**src/rtl/fill_arb_pkg.sv**
```systemverilog
// fill_arb_pkg: FSM state encoding, owner codes and bus size codes shared by fill_arb and its beat counter.
package fill_arb_pkg;
  localparam logic [1:0] S_IDLE = 2'd0;
  localparam logic [1:0] S_ADDR = 2'd1;
  localparam logic [1:0] S_DATA = 2'd2;
  localparam logic [1:0] S_DONE = 2'd3;
  localparam logic [1:0] OWN_IC = 2'd1;
  localparam logic [1:0] OWN_DC = 2'd2;
  localparam logic [1:0] OWN_UNC = 2'd3;
  localparam logic [2:0] SZ_BEAT = 3'd7;
  function automatic logic [2:0] last_idx(input int beats);
    return 3'(beats - 1);
  endfunction
endpackage

```
**src/rtl/fill_arb_beat_ctr.sv**
```systemverilog
// fill_beat_ctr: beat index within a line; loads a start offset and wraps modulo the line length.
module fill_beat_ctr (
  input  logic       clk_i,
  input  logic       rst_ni,
  input  logic       load_i,
  input  logic [2:0] start_i,
  input  logic [2:0] last_i,
  input  logic       inc_i,
  output logic [2:0] idx_o
);
  logic [2:0] idx_q, idx_d, mask_q, mask_d;
  always_comb begin
    idx_d = load_i ? start_i : inc_i ? (idx_q + 3'd1) & mask_q : idx_q;
    mask_d = load_i ? last_i : mask_q;
  end
  always_ff @(posedge clk_i or negedge rst_ni)
    if (!rst_ni) begin
      idx_q <= '0;
      mask_q <= '0;
    end else begin
      idx_q <= idx_d;
      mask_q <= mask_d;
    end
  assign idx_o = idx_q;
endmodule

```
**src/rtl/fill_arb.sv**
```systemverilog
// fill_arb: non-preemptive arbiter issuing icache/dcache line fills and uncached accesses on the memory bus.
// Define FILL_ARB_CRITWORD_EN for critical-word-first wrapping fills.
module fill_arb
  import fill_arb_pkg::*;
#(
  parameter int AW = 32,
  parameter int DW = 64,
  parameter int ILINE_BEATS = 4,
  parameter int DLINE_BEATS = 2
) (
  input  logic          clk_i,
  input  logic          rst_ni,
  input  logic          icfill_req_i,
  input  logic [AW-1:0] icfill_pa_i,
  output logic          icbusy_o,
  output logic          icdone_o,
  output logic          icerror_o,
  input  logic          dcfill_req_i,
  input  logic [AW-1:0] dcfill_pa_i,
  output logic          dcbusy_o,
  output logic          dcdone_o,
  output logic          dcerror_o,
  input  logic          unc_req_i,
  input  logic          unc_we_i,
  input  logic [AW-1:0] unc_pa_i,
  input  logic [2:0]    unc_sz_i,
  input  logic [DW-1:0] unc_wdata_i,
  output logic [DW-1:0] fill_data_o,
  output logic [2:0]    fill_idx_o,
  output logic          ic_wen_o,
  output logic          dc_wen_o,
  output logic          bus_req_o,
  input  logic          bus_ack_i,
  output logic [AW-1:0] bus_addr_o,
  output logic [3:0]    bus_len_o,
  output logic          bus_we_o,
  output logic [2:0]    bus_sz_o,
  output logic [DW-1:0] bus_wdata_o,
  input  logic          bus_rvalid_i,
  input  logic [DW-1:0] bus_rdata_i,
  input  logic          bus_rlast_i,
  input  logic          bus_err_i
);
  localparam int BOFF = $clog2(DW / 8);
  localparam logic [AW-1:0] BEAT_MASK = ~AW'(DW / 8 - 1);
  localparam logic [AW-1:0] ILINE_MASK = ~AW'(ILINE_BEATS * DW / 8 - 1);
  localparam logic [AW-1:0] DLINE_MASK = ~AW'(DLINE_BEATS * DW / 8 - 1);
  localparam logic [2:0] ILAST = last_idx(ILINE_BEATS);
  localparam logic [2:0] DLAST = last_idx(DLINE_BEATS);
  logic [1:0] state_q, state_d, own_q, own_d;
  logic [AW-1:0] ic_addr, dc_addr, addr_d, addr_q;
  logic [2:0] ic_start, dc_start, start_d, last_d, sz_q, ctr_idx, fill_idx_q;
  logic [3:0] len_q;
  logic [DW-1:0] wdata_q, fill_data_q;
  logic grant, beat, fin, we_q, err_q, bus_req_q;
  logic icbusy_q, icdone_q, icerror_q, dcbusy_q, dcdone_q, dcerror_q, ic_wen_q, dc_wen_q;
`ifdef FILL_ARB_CRITWORD_EN
  assign ic_addr = icfill_pa_i & BEAT_MASK;
  assign dc_addr = dcfill_pa_i & BEAT_MASK;
  assign ic_start = 3'(icfill_pa_i >> BOFF) & ILAST;
  assign dc_start = 3'(dcfill_pa_i >> BOFF) & DLAST;
`else
  assign ic_addr = icfill_pa_i & ILINE_MASK;
  assign dc_addr = dcfill_pa_i & DLINE_MASK;
  assign ic_start = '0;
  assign dc_start = '0;
`endif
  always_comb begin
    grant = state_q == S_IDLE && (unc_req_i || dcfill_req_i || icfill_req_i);
    own_d = unc_req_i ? OWN_UNC : dcfill_req_i ? OWN_DC : OWN_IC;
    addr_d = unc_req_i ? unc_pa_i : dcfill_req_i ? dc_addr : ic_addr;
    last_d = unc_req_i ? 3'd0 : dcfill_req_i ? DLAST : ILAST;
    start_d = unc_req_i ? 3'd0 : dcfill_req_i ? dc_start : ic_start;
    beat = state_q == S_DATA && bus_rvalid_i;
    fin = beat && bus_rlast_i;
    state_d = state_q == S_IDLE ? (grant ? S_ADDR : S_IDLE) :
              state_q == S_ADDR ? (bus_ack_i ? S_DATA : S_ADDR) :
              state_q == S_DATA ? (fin ? S_DONE : S_DATA) : S_IDLE;
  end
  fill_beat_ctr u_ctr (
    .clk_i  (clk_i),
    .rst_ni (rst_ni),
    .load_i (grant),
    .start_i(start_d),
    .last_i (last_d),
    .inc_i  (beat),
    .idx_o  (ctr_idx)
  );
  always_ff @(posedge clk_i or negedge rst_ni)
    if (!rst_ni) begin
      state_q <= S_IDLE;
      own_q <= '0;
      addr_q <= '0;
      len_q <= '0;
      sz_q <= '0;
      we_q <= 1'b0;
      wdata_q <= '0;
      err_q <= 1'b0;
      bus_req_q <= 1'b0;
      fill_data_q <= '0;
      fill_idx_q <= '0;
      {icbusy_q, icdone_q, icerror_q, dcbusy_q, dcdone_q, dcerror_q, ic_wen_q, dc_wen_q} <= '0;
    end else begin
      state_q <= state_d;
      ic_wen_q <= beat && own_q == OWN_IC;
      dc_wen_q <= beat && own_q != OWN_IC && !we_q;
      icdone_q <= fin && own_q == OWN_IC;
      dcdone_q <= fin && own_q != OWN_IC;
      icerror_q <= fin && own_q == OWN_IC && (err_q || bus_err_i);
      dcerror_q <= fin && own_q != OWN_IC && (err_q || bus_err_i);
      if (grant) begin
        own_q <= own_d;
        addr_q <= addr_d;
        len_q <= {1'b0, last_d};
        sz_q <= unc_req_i ? unc_sz_i : SZ_BEAT;
        we_q <= unc_req_i && unc_we_i;
        wdata_q <= unc_wdata_i;
        err_q <= 1'b0;
        bus_req_q <= 1'b1;
        icbusy_q <= own_d == OWN_IC;
        dcbusy_q <= own_d != OWN_IC;
      end
      if (state_q == S_ADDR && bus_ack_i) bus_req_q <= 1'b0;
      if (beat) begin
        fill_data_q <= bus_rdata_i;
        fill_idx_q <= ctr_idx;
        err_q <= err_q || bus_err_i;
      end
      // busy covers the DONE cycle and drops as the FSM returns to IDLE
      if (state_q == S_DONE) begin
        icbusy_q <= 1'b0;
        dcbusy_q <= 1'b0;
      end
    end
  assign icbusy_o = icbusy_q;
  assign icdone_o = icdone_q;
  assign icerror_o = icerror_q;
  assign dcbusy_o = dcbusy_q;
  assign dcdone_o = dcdone_q;
  assign dcerror_o = dcerror_q;
  assign ic_wen_o = ic_wen_q;
  assign dc_wen_o = dc_wen_q;
  assign fill_data_o = fill_data_q;
  assign fill_idx_o = fill_idx_q;
  assign bus_req_o = bus_req_q;
  assign bus_addr_o = addr_q;
  assign bus_len_o = len_q;
  assign bus_we_o = we_q;
  assign bus_sz_o = sz_q;
  assign bus_wdata_o = wdata_q;
endmodule

```
**config.mk**
```make
export PLATFORM = sky130hd
export DESIGN_NAME = fill_arb
export DESIGN_NICKNAME = d
export VERILOG_FILES = /design/src/rtl/fill_arb_pkg.sv /design/src/rtl/fill_arb_beat_ctr.sv /design/src/rtl/fill_arb.sv
export SDC_FILE = /design/constraint.sdc
export NUM_CORES = 1
export LEC_CHECK = 0
export CORE_AREA = 3 3 161 163
export DETAILED_ROUTE_END_ITERATION = 7
export DIE_AREA = 0 0 164 166
export GPL_ROUTABILITY_DRIVEN = 0
export GPL_TIMING_DRIVEN = 1
export PLACE_DENSITY = 0.7
export SETUP_SLACK_MARGIN = 0.15
export SYNTH_ARGS = -nofsm -noshare
export SYNTH_HDL_FRONTEND = slang
export SYNTH_HIERARCHICAL = 1
export SYNTH_SLANG_ARGS = --single-unit
```
**constraint.sdc**
```tcl
create_clock -name clk_i -period 4.9 [get_ports clk_i]
set_clock_uncertainty 0.1 [all_clocks]
set_input_delay 0.98 -clock clk_i [delete_from_list [all_inputs] [get_ports clk_i]]
set_output_delay 0.98 -clock clk_i [all_outputs]
set_load 0.02 [all_outputs]
```
==> results of run 1 <==
-- where the power goes --
group	total [mW]	internal, mW	leakage, nW	switching [mW]
Sequential	2.69	2.29	2.31	0.401
Combinational	3.92	1.96	3.06	1.97
Clock	1.35	0.714	0.266	0.639
-- through the flow --
stage | utilization [%] | total power, mW | hold slack, ns | instances
after floorplan | - | 4.74 | 0.341 | 699
after detailed placement | 50.0 | 6.70 | 0.343 | 1394
after CTS | 52.3 | 8.09 | 0.360 | 1425
after global routing | 52.3 | 8.47 | 0.392 | 1425
after global placement | 50.0 | 6.62 | 0.330 | 1394
final | 52.3 | 7.97 | 0.353 | 1425
-- worst max-delay path by stage --
stage / startpoint / to / slack [ns] / cells after the start
floorplan: unc_req_i / u_ctr/mask_q[0] / 2.40 / 8
global placement: unc_req_i / bus_wdata_o[50] / 1.26 / 7
detailed placement: unc_req_i / bus_wdata_o[43] / 1.26 / 7
CTS: unc_req_i / bus_wdata_o[50] / 1.71 / 7
global route: unc_req_i / bus_wdata_o[50] / 1.55 / 7
finish: unc_req_i / bus_wdata_o[50] / 1.71 / 7
-- state kept, by name (all words and copies together), names as in the netlist, 2 cells and up, named ones only --
register	flops
fill_data_o	64
bus_wdata_o	64
own_q	2
fill_idx_o	3
bus_sz_o	3
u_ctr/mask_q	3
u_ctr/idx_o	3
bus_addr_o	32
bus_len_o	2
-- routing by layer --
layer / part of all wire (%) / vias to the layer above
met3: 9.3 / 26
met5: 0.095 / -
met1: 38 / 3081
li1: - / 3087
met2: 50 / 260
met4: 1.9 / 4
-- area by class of cell --
type,count,area (sq um)
clock buffers,18,429
clock inverters,13,133
fillers,2206,11700
inverters,6,23.8
multi-input cells,461,2910
flip-flops and latches,189,4730
well taps,324,405
repair buffers,414,4150
-- cell families (layout without fill, tap and decap cells) --
family	after synthesis	after routing
flip-flops	189	189
AND/OR/NAND/NOR	247	247
adder cells (fa/ha/maj)	1	1
other	1	6
AO/OA/AOI/OAI	85	85
multiplexers	122	122
buffers and inverters	49	451
-- placed cells by master (no fill, tap or decap), types with 5 or more instances in the layout --
cell type	synthesis	layout
clkdlybuf4s50_1	0	404
nand2_1	216	216
dfrtp_1	189	189
mux2_2	75	75
o21ai_0	66	66
mux2i_1	28	28
mux2_4	19	19
clkbuf_16	0	17
nor2_1	7	7
buf_4	2	7
conb_1	1	6
nand3_1	5	5
-- critical path: stages --
cell	delay, ns
clkdlybuf4s50_1	0.62
nor3_4	0.25
buf_4	0.33
nand2b_4	0.41
clkinv_2	0.12
buf_12	0.24
mux2_4	0.36
==> impl_metrics.ini, run 1 <==
[timing]
timing.setup.tns_ns = 0
rsz0062_at_grt = false
hold_viol_final = 0
final_max_slew_viol_count = 0
fin_ws_ns = 1.71
maxSlewHeadroom_pct = 49.1
finalCriticalPeriod_ns = 3.19
finalSetupViolations = 0
finalCritPeriodShare_pct = 65.2
worstMarginPinSlew_ns = 0.763
max_freq_mhz = 313

[floorplanning]
die_y_um = 166
dieWidth_um = 164
dieArea_sq_um = 27200
row_count = 57
num_io_pins = 417
start_util_pct = 32.2
core_area_sq_um = 24500

[drt]
vias = 6458
drc = 0
drt_iter0_markers = 265
routed_via_density = 4.53
drtPass1Iterations = 4
wl_um = 24300
wire_per_inst_um = 17.1
drtAntennaViolNets = 0

[global_routing]
grt_max_degree = 85
grt_use_met3_pct = 6.59
gr-total-overflow = 0
grt_pass1_vias = 6494
grt_pass1_wl_um = 37400
gr-usage-met1_pct = 20.4
grt_use_met2_pct = 30.5
grt.total_usage_pct = 17.6
top_usage_layer = met2
antenna_found_initial = 2

[outcome]
status = finished, final reports clean

[power_and_ir_drop]
power_density_nw_per_um2 = 623
peakVddDrop_uv = 279
leakage_nw = 5.64

[logic_synthesis]
synth_flop_cell = dfrtp_1
synth_compound_area_share_pct = 5.90
synthCells = 694
yosysWarnings = 6
ys_seq_area_share_pct = 60.1
yosys.area.top_type = dfrtp_1
synth-seq-cells = 189
yosysMostFrequentCell = nand2_1
synth_simple_gate_area_share_pct = 12.7
synthTopCellsByCount = nand2_1 (216), dfrtp_1 (189), mux2_2 (75)
synth_area_leaders = dfrtp_1 (60%), mux2_2 (11%), nand2_1 (10%)
synth_xor_area_share_pct = 0
syn_area_per_cell_sq_um = 11.3
synth_adder_area_share_pct = 0.159
synth_top_family_by_area = multiplexers
yosys.cell_types.count = 42
async_reset_ff_share_pct = 100
synth_top_area_share_pct = 60.1
synthesis.area_sq_um = 7870
synth_edf_count = 0
synth.area.mux_share_pct = 17.9

[clock_network]
cts_setup_buffers = 0
clockBufferDepth = 2
clk_pin_slew_ns = 0.07
cts_resized = 0
htreeDepth = 4
cts_tree = yes
cts_inserted_buffers = 17
holdBufCountCts = 0
cts_root_buf = clkbuf_16
cts_sinks = 189
clk_latency_ns = 0.42

[final_layout]
nets = 1327
layout-drive-gt1-share_pct = 12.7
final_cell_area_sq_um = 12800
antenna_cells = 0
area_delta_synth_final_pct = 62.5

[min_path]
worstHoldStart = bus_we_o
min_to = dc_wen_o
hold_depth = 1
hold_path.class = reg -> reg

[place]
dpl_cell_area_sq_um = 12200
numPortBuffers = 405
place_ws_ns = 1.26
dpl.hpwl_um = 18000

[worst_setup_path]
regToRegSetupSlack_ns = 2.49
worstPathArrival_ns = 3.40
startpoint_type = primary input
worstPathRequired_ns = 5.10
r2r_cells = 5
timing.rr.end = bus_wdata_o[26]
crit_fanout = 75
endpoint_kind = flop
worstSetupPathType = in -> reg

[run]
drv_cap = 0
(Power assumes the default switching activity.)
==> inputs of run 2 (changes only) <==
--- a/config.mk
+++ b/config.mk
@@ -5,12 +5,12 @@
 export SDC_FILE = /design/constraint.sdc
 export NUM_CORES = 1
 export LEC_CHECK = 0
-export CORE_AREA = 3 3 161 163
+export CORE_AREA = 3 3 162 164
 export DETAILED_ROUTE_END_ITERATION = 7
-export DIE_AREA = 0 0 164 166
+export DIE_AREA = 0 0 165 167
 export GPL_ROUTABILITY_DRIVEN = 0
 export GPL_TIMING_DRIVEN = 1
-export PLACE_DENSITY = 0.7
+export PLACE_DENSITY = 0.69
 export SETUP_SLACK_MARGIN = 0.15
 export SYNTH_ARGS = -nofsm -noshare
 export SYNTH_HDL_FRONTEND = slang
==> constraint.sdc (replaced) <==
create_clock -name clk_i -period 3.1 [get_ports clk_i]
set_clock_uncertainty 0.1 [all_clocks]
set_input_delay 0.62 -clock clk_i [delete_from_list [all_inputs] [get_ports clk_i]]
set_output_delay 0.62 -clock clk_i [all_outputs]
set_load 0.02 [all_outputs]
==> impl_metrics.ini, run 2 (synthesis gave the netlist of run 1 again) <==
[global_routing]
gr-total-overflow = 0
grt_pass1_wl_um = 36900
grt.total_usage_pct = 17.2
antenna_found_initial = 0
grt_max_degree = 61
grt_pass1_vias = 6700

[timing]
finalCritPeriodShare_pct = 70.2
final_max_slew_viol_count = 0
finalCriticalPeriod_ns = 2.18
timing.setup.tns_ns = 0
maxSlewHeadroom_pct = 56.3
finalSetupViolations = 0
worstMarginPinSlew_ns = 0.656
rsz0062_at_grt = false
max_freq_mhz = 459
hold_viol_final = 0

[final_layout]
layout-drive-gt1-share_pct = 13.3
antenna_cells = 0
n_fill_cell = 2270
final_core_util_pct = 51.5
final_cell_mix = clkdlybuf4s50_1 (404), nand2_1 (216), dfrtp_1 (189)
nets = 1334
final_common_cell = clkdlybuf4s50_1
area_delta_synth_final_pct = 63.8

[drt]
drtAntennaViolNets = 0
vias = 6469
drt_iter0_markers = 302
drtPass1Iterations = 6
wl_um = 24000
wire_per_inst_um = 16.7
routed_via_density = 4.50
drc = 0

[clock_network]
cts_inserted_buffers = 17
cts_root_buf = clkbuf_16
clockBufferDepth = 2
holdBufCountCts = 0
cts_setup_buffers = 0
clk_pin_slew_ns = 0.08
cts_sinks = 189
clk_latency_ns = 0.42
htreeDepth = 4
cts_tree = yes
cts_resized = 0

[power_and_ir_drop]
power_density_nw_per_um2 = 984
peakVddDrop_uv = 490
power_mw = 12.7
leakage_nw = 5.70

[floorplanning]
row_count = 58
dieArea_sq_um = 27600
start_util_pct = 31.4
num_io_pins = 417
core_area_sq_um = 25000
dieWidth_um = 165
die_y_um = 167

[outcome]
status = finished, final reports clean

[worst_setup_path]
worstSetupPathType = reg -> out
cpPeakStageDelay_ns = 0.63
worstPathArrival_ns = 1.46
crit_fanout = 2
crit_family = buffers and inverters
endpoint_kind = primary output
path_cells = clkdlybuf4s50_1
worstPathRequired_ns = 2.38
path_buf_inv = 1
startpoint_type = flop
worst_path_max_delay_cell = clkdlybuf4s50_1

[min_path]
hold_path.class = in -> async

[place]
numPortBuffers = 405
dpl.hpwl_um = 17900

[run]
drv_cap = 0
==> run 2: report_power, final <==
group          total, mW  internal (mW)  switching, mW
sequential          4.23           3.62          0.611
clock               2.18           1.14           1.04
combinational       6.27           3.14           3.13
total               12.7           7.90           4.78
==> run 2: metal layers <==
metal	wire length, um	track usage, %	vias to the layer above
li1	-	-	3097
met1	9560	20.6	3076
met2	11700	28.6	255
met3	2040	5.75	41
met4	658	6.64	0
met5	0	0	-
==> run 2: area by class of cell <==
cell class,count,area (sq um),share of cell area (%)
timing repair buffer,421,4230,32.8
clock buffer,17,425,3.30
inverter,6,23.8,0.185
multi-input combinational,461,2910,22.6
sequential,189,4730,36.7
tap,330,413,3.20
clock inverter,13,154,1.19
==> run 2: metrics by stage <==
step                hold WS [ns]  instance area [sq um]  worst slack (ns)  cells
floorplan                  0.224                   7880             0.958    699
global placement           0.338                  12300             0.517   1407
detailed placement         0.342                  12300             0.509   1407
CTS                       0.0682                  12900             0.887   1437
global route              0.0815                  12900             0.843   1437
finish                    0.0678                  12900             0.923   1437
==> run 2: worst paths after layout <==
path | startpoint | end | slack (ns) | depth (start not counted)
min in group clk_i | bus_we_o | dc_wen_o | 0.36 | 1
worst max-delay path | bus_wdata_o[50] | bus_wdata_o[50] | 0.92 | 1
worst min register to register | bus_we_o | dc_wen_o | 0.36 | 1
worst min-delay path | rst_ni | bus_wdata_o[48] | 0.07 | 1
worst max register to register | flop | bus_wdata_o[39] | 1.03 | 5
max in group asynchronous | rst_ni | fill_data_o[22] | 2.12 | 2
==> inputs of run 3 (changes only) <==
==> constraint.sdc (replaced) <==
create_clock -name clk_i -period 2.2 [get_ports clk_i]
set_clock_uncertainty 0.1 [all_clocks]
set_input_delay 0.44 -clock clk_i [delete_from_list [all_inputs] [get_ports clk_i]]
set_output_delay 0.44 -clock clk_i [all_outputs]
set_load 0.02 [all_outputs]
==> impl_metrics.ini, run 3 (synthesis gave the netlist of run 1 again) <==
[timing]
whs_ns = 0.363
finalSetupViolations = 0
finalCriticalPeriod_ns = 1.99
timing.setup.tns_ns = 0
finalCritPeriodShare_pct = 90.3
rsz0062_at_grt = false
final_max_slew_viol_count = 0
max_freq_mhz = 504
hold_viol_final = 0

[drt]
vias = 6558
drt_iter0_markers = 306
drtPass1Iterations = 4
wl_um = 24400
wire_per_inst_um = 16.8
drtAntennaViolNets = 0
routed_via_density = 4.50
drc = 0

[global_routing]
grt_pass1_wl_um = 37800
gr-total-overflow = 0
grt_use_met2_pct = 30.0
antenna_found_initial = 2
grt_pass1_vias = 6875
grt_max_degree = 55
grt.total_usage_pct = 17.5
top_usage_layer = met2
grt_use_met3_pct = 5.55
gr-usage-met1_pct = 21.0

[clock_network]
htreeDepth = 4
cts_root_buf = clkbuf_16
clockBufferDepth = 2
cts_setup_buffers = 0
clk_latency_ns = 0.42
cts_tree = yes
cts_inserted_buffers = 17
clk_pin_slew_ns = 0.08
cts_sinks = 189

[worst_setup_path]
worstSetupPathType = reg -> out
crit_fanout = 2
worst_path_max_delay_cell = clkdlybuf4s50_1
cpPeakStageDelay_ns = 0.63
endpoint_kind = primary output
worstPathRequired_ns = 1.66
regToRegSetupSlack_ns = 0.46
worstPathArrival_ns = 1.45
r2r_cells = 5
path_buf_inv = 1
startpoint_type = flop
crit_family = buffers and inverters
reg2reg_from = state_q[0]
timing.rr.end = u_ctr/idx_o[0]
path_cells = clkdlybuf4s50_1

[place]
dpl.hpwl_um = 18400
dp_cells = 1422
dpl_cell_area_sq_um = 12500
numPortBuffers = 405

[min_path]
min_to = dc_wen_o
hold_path.class = reg -> reg
hold_depth = 1
worstHoldStart = bus_we_o

[floorplanning]
die_y_um = 167
start_util_pct = 31.4
core_area_sq_um = 25000
dieWidth_um = 165
row_count = 58
num_io_pins = 417
dieArea_sq_um = 27600

[final_layout]
area_delta_synth_final_pct = 66.4
layout-drive-gt1-share_pct = 14.6
n_fill_cell = 2242
nets = 1350
final_cell_area_sq_um = 13100
final_cell_mix = clkdlybuf4s50_1 (401), nand2_1 (216), dfrtp_1 (189)
fin_cells = 1456
final_common_cell = clkdlybuf4s50_1

[outcome]
status = finished, final reports clean

[power_and_ir_drop]
leakage_nw = 5.83
power_density_nw_per_um2 = 1380
power_mw = 18.0
peakVddDrop_uv = 659

[run]
drv_cap = 0
run 3: cell count changes in the layout (fill, tap and decap cells not counted), moves of 3 or more:
cell	before	now
buf_12	4	8
buf_4	12	23
clkdlybuf4s50_1	404	401
dlymetal6s2s_1	0	3
inv_6	1	5
run 3: worst reg2reg max path: stages, from the launching register on:
cell,delay (ns)
dfrtp_1,0.46
nand3b_1,0.33
inv_2,0.15
buf_12,0.23
mux2i_1,0.27
o21ai_1,0.08
run 3: how the worst max path moves through the flow:
stage / from / endpoint / cells after the start / slack, ns
floorplan: unc_req_i / u_ctr/mask_q[0] / 8 / 0.24
global placement: dcfill_req_i / bus_wdata_o[34] / 6 / -0.01
detailed placement: dcfill_req_i / bus_addr_o[18] / 5 / -0.03
CTS: bus_wdata_o[29] / bus_wdata_o[29] / 1 / 0.16
global route: icbusy_o / icbusy_o / 1 / 0.15
finish: bus_addr_o[9] / bus_addr_o[9] / 1 / 0.21
run 3: what timing repair did:
action                                  CTS  global route
gates resized for setup                   0             3
endpoints found under the setup margin    0             3
hold endpoints to repair                 46             0
hold buffers                              1             0
run 3: per-layer routing:
| metal | routed length, um | vias to the layer above | share of wire [%] |
|---|---|---|---|
| met5 | 20 | - | 0.082 |
| met2 | 12200 | 257 | 50 |
| li1 | - | 3137 | - |
| met4 | 471 | 2 | 1.9 |
| met1 | 9820 | 3135 | 40 |
| met3 | 1930 | 27 | 7.9 |
run 3: through the flow:
step,utilization [%],setup WS [ns]
2_1_floorplan,-,0.238
3_3_place_gp,49.8,-0.0120
3_5_place_dp,49.8,-0.0289
4_1_cts,52.2,0.159
5_1_grt,52.3,0.153
6_report,52.3,0.214
run 3: final cells by class:
class / instances / area, sq um / area share (%)
Inverter: 6 / 23.8 / 0.182
Multi-Input combinational cell: 461 / 2910 / 22.3
Clock inverter: 13 / 144 / 1.10
Timing Repair Buffer: 437 / 4410 / 33.7
Clock buffer: 19 / 453 / 3.46
Sequential cell: 189 / 4730 / 36.1
Tap cell: 330 / 413 / 3.16
Antenna cell: 1 / 2.50 / 0.0191
run 3: report_power, final:
| part | switching (mW) | internal, mW |
|---|---|---|
| logic | 4.42 | 4.51 |
| clock network | 1.51 | 1.59 |
| registers | 0.877 | 5.10 |
| total | 6.81 | 11.2 |
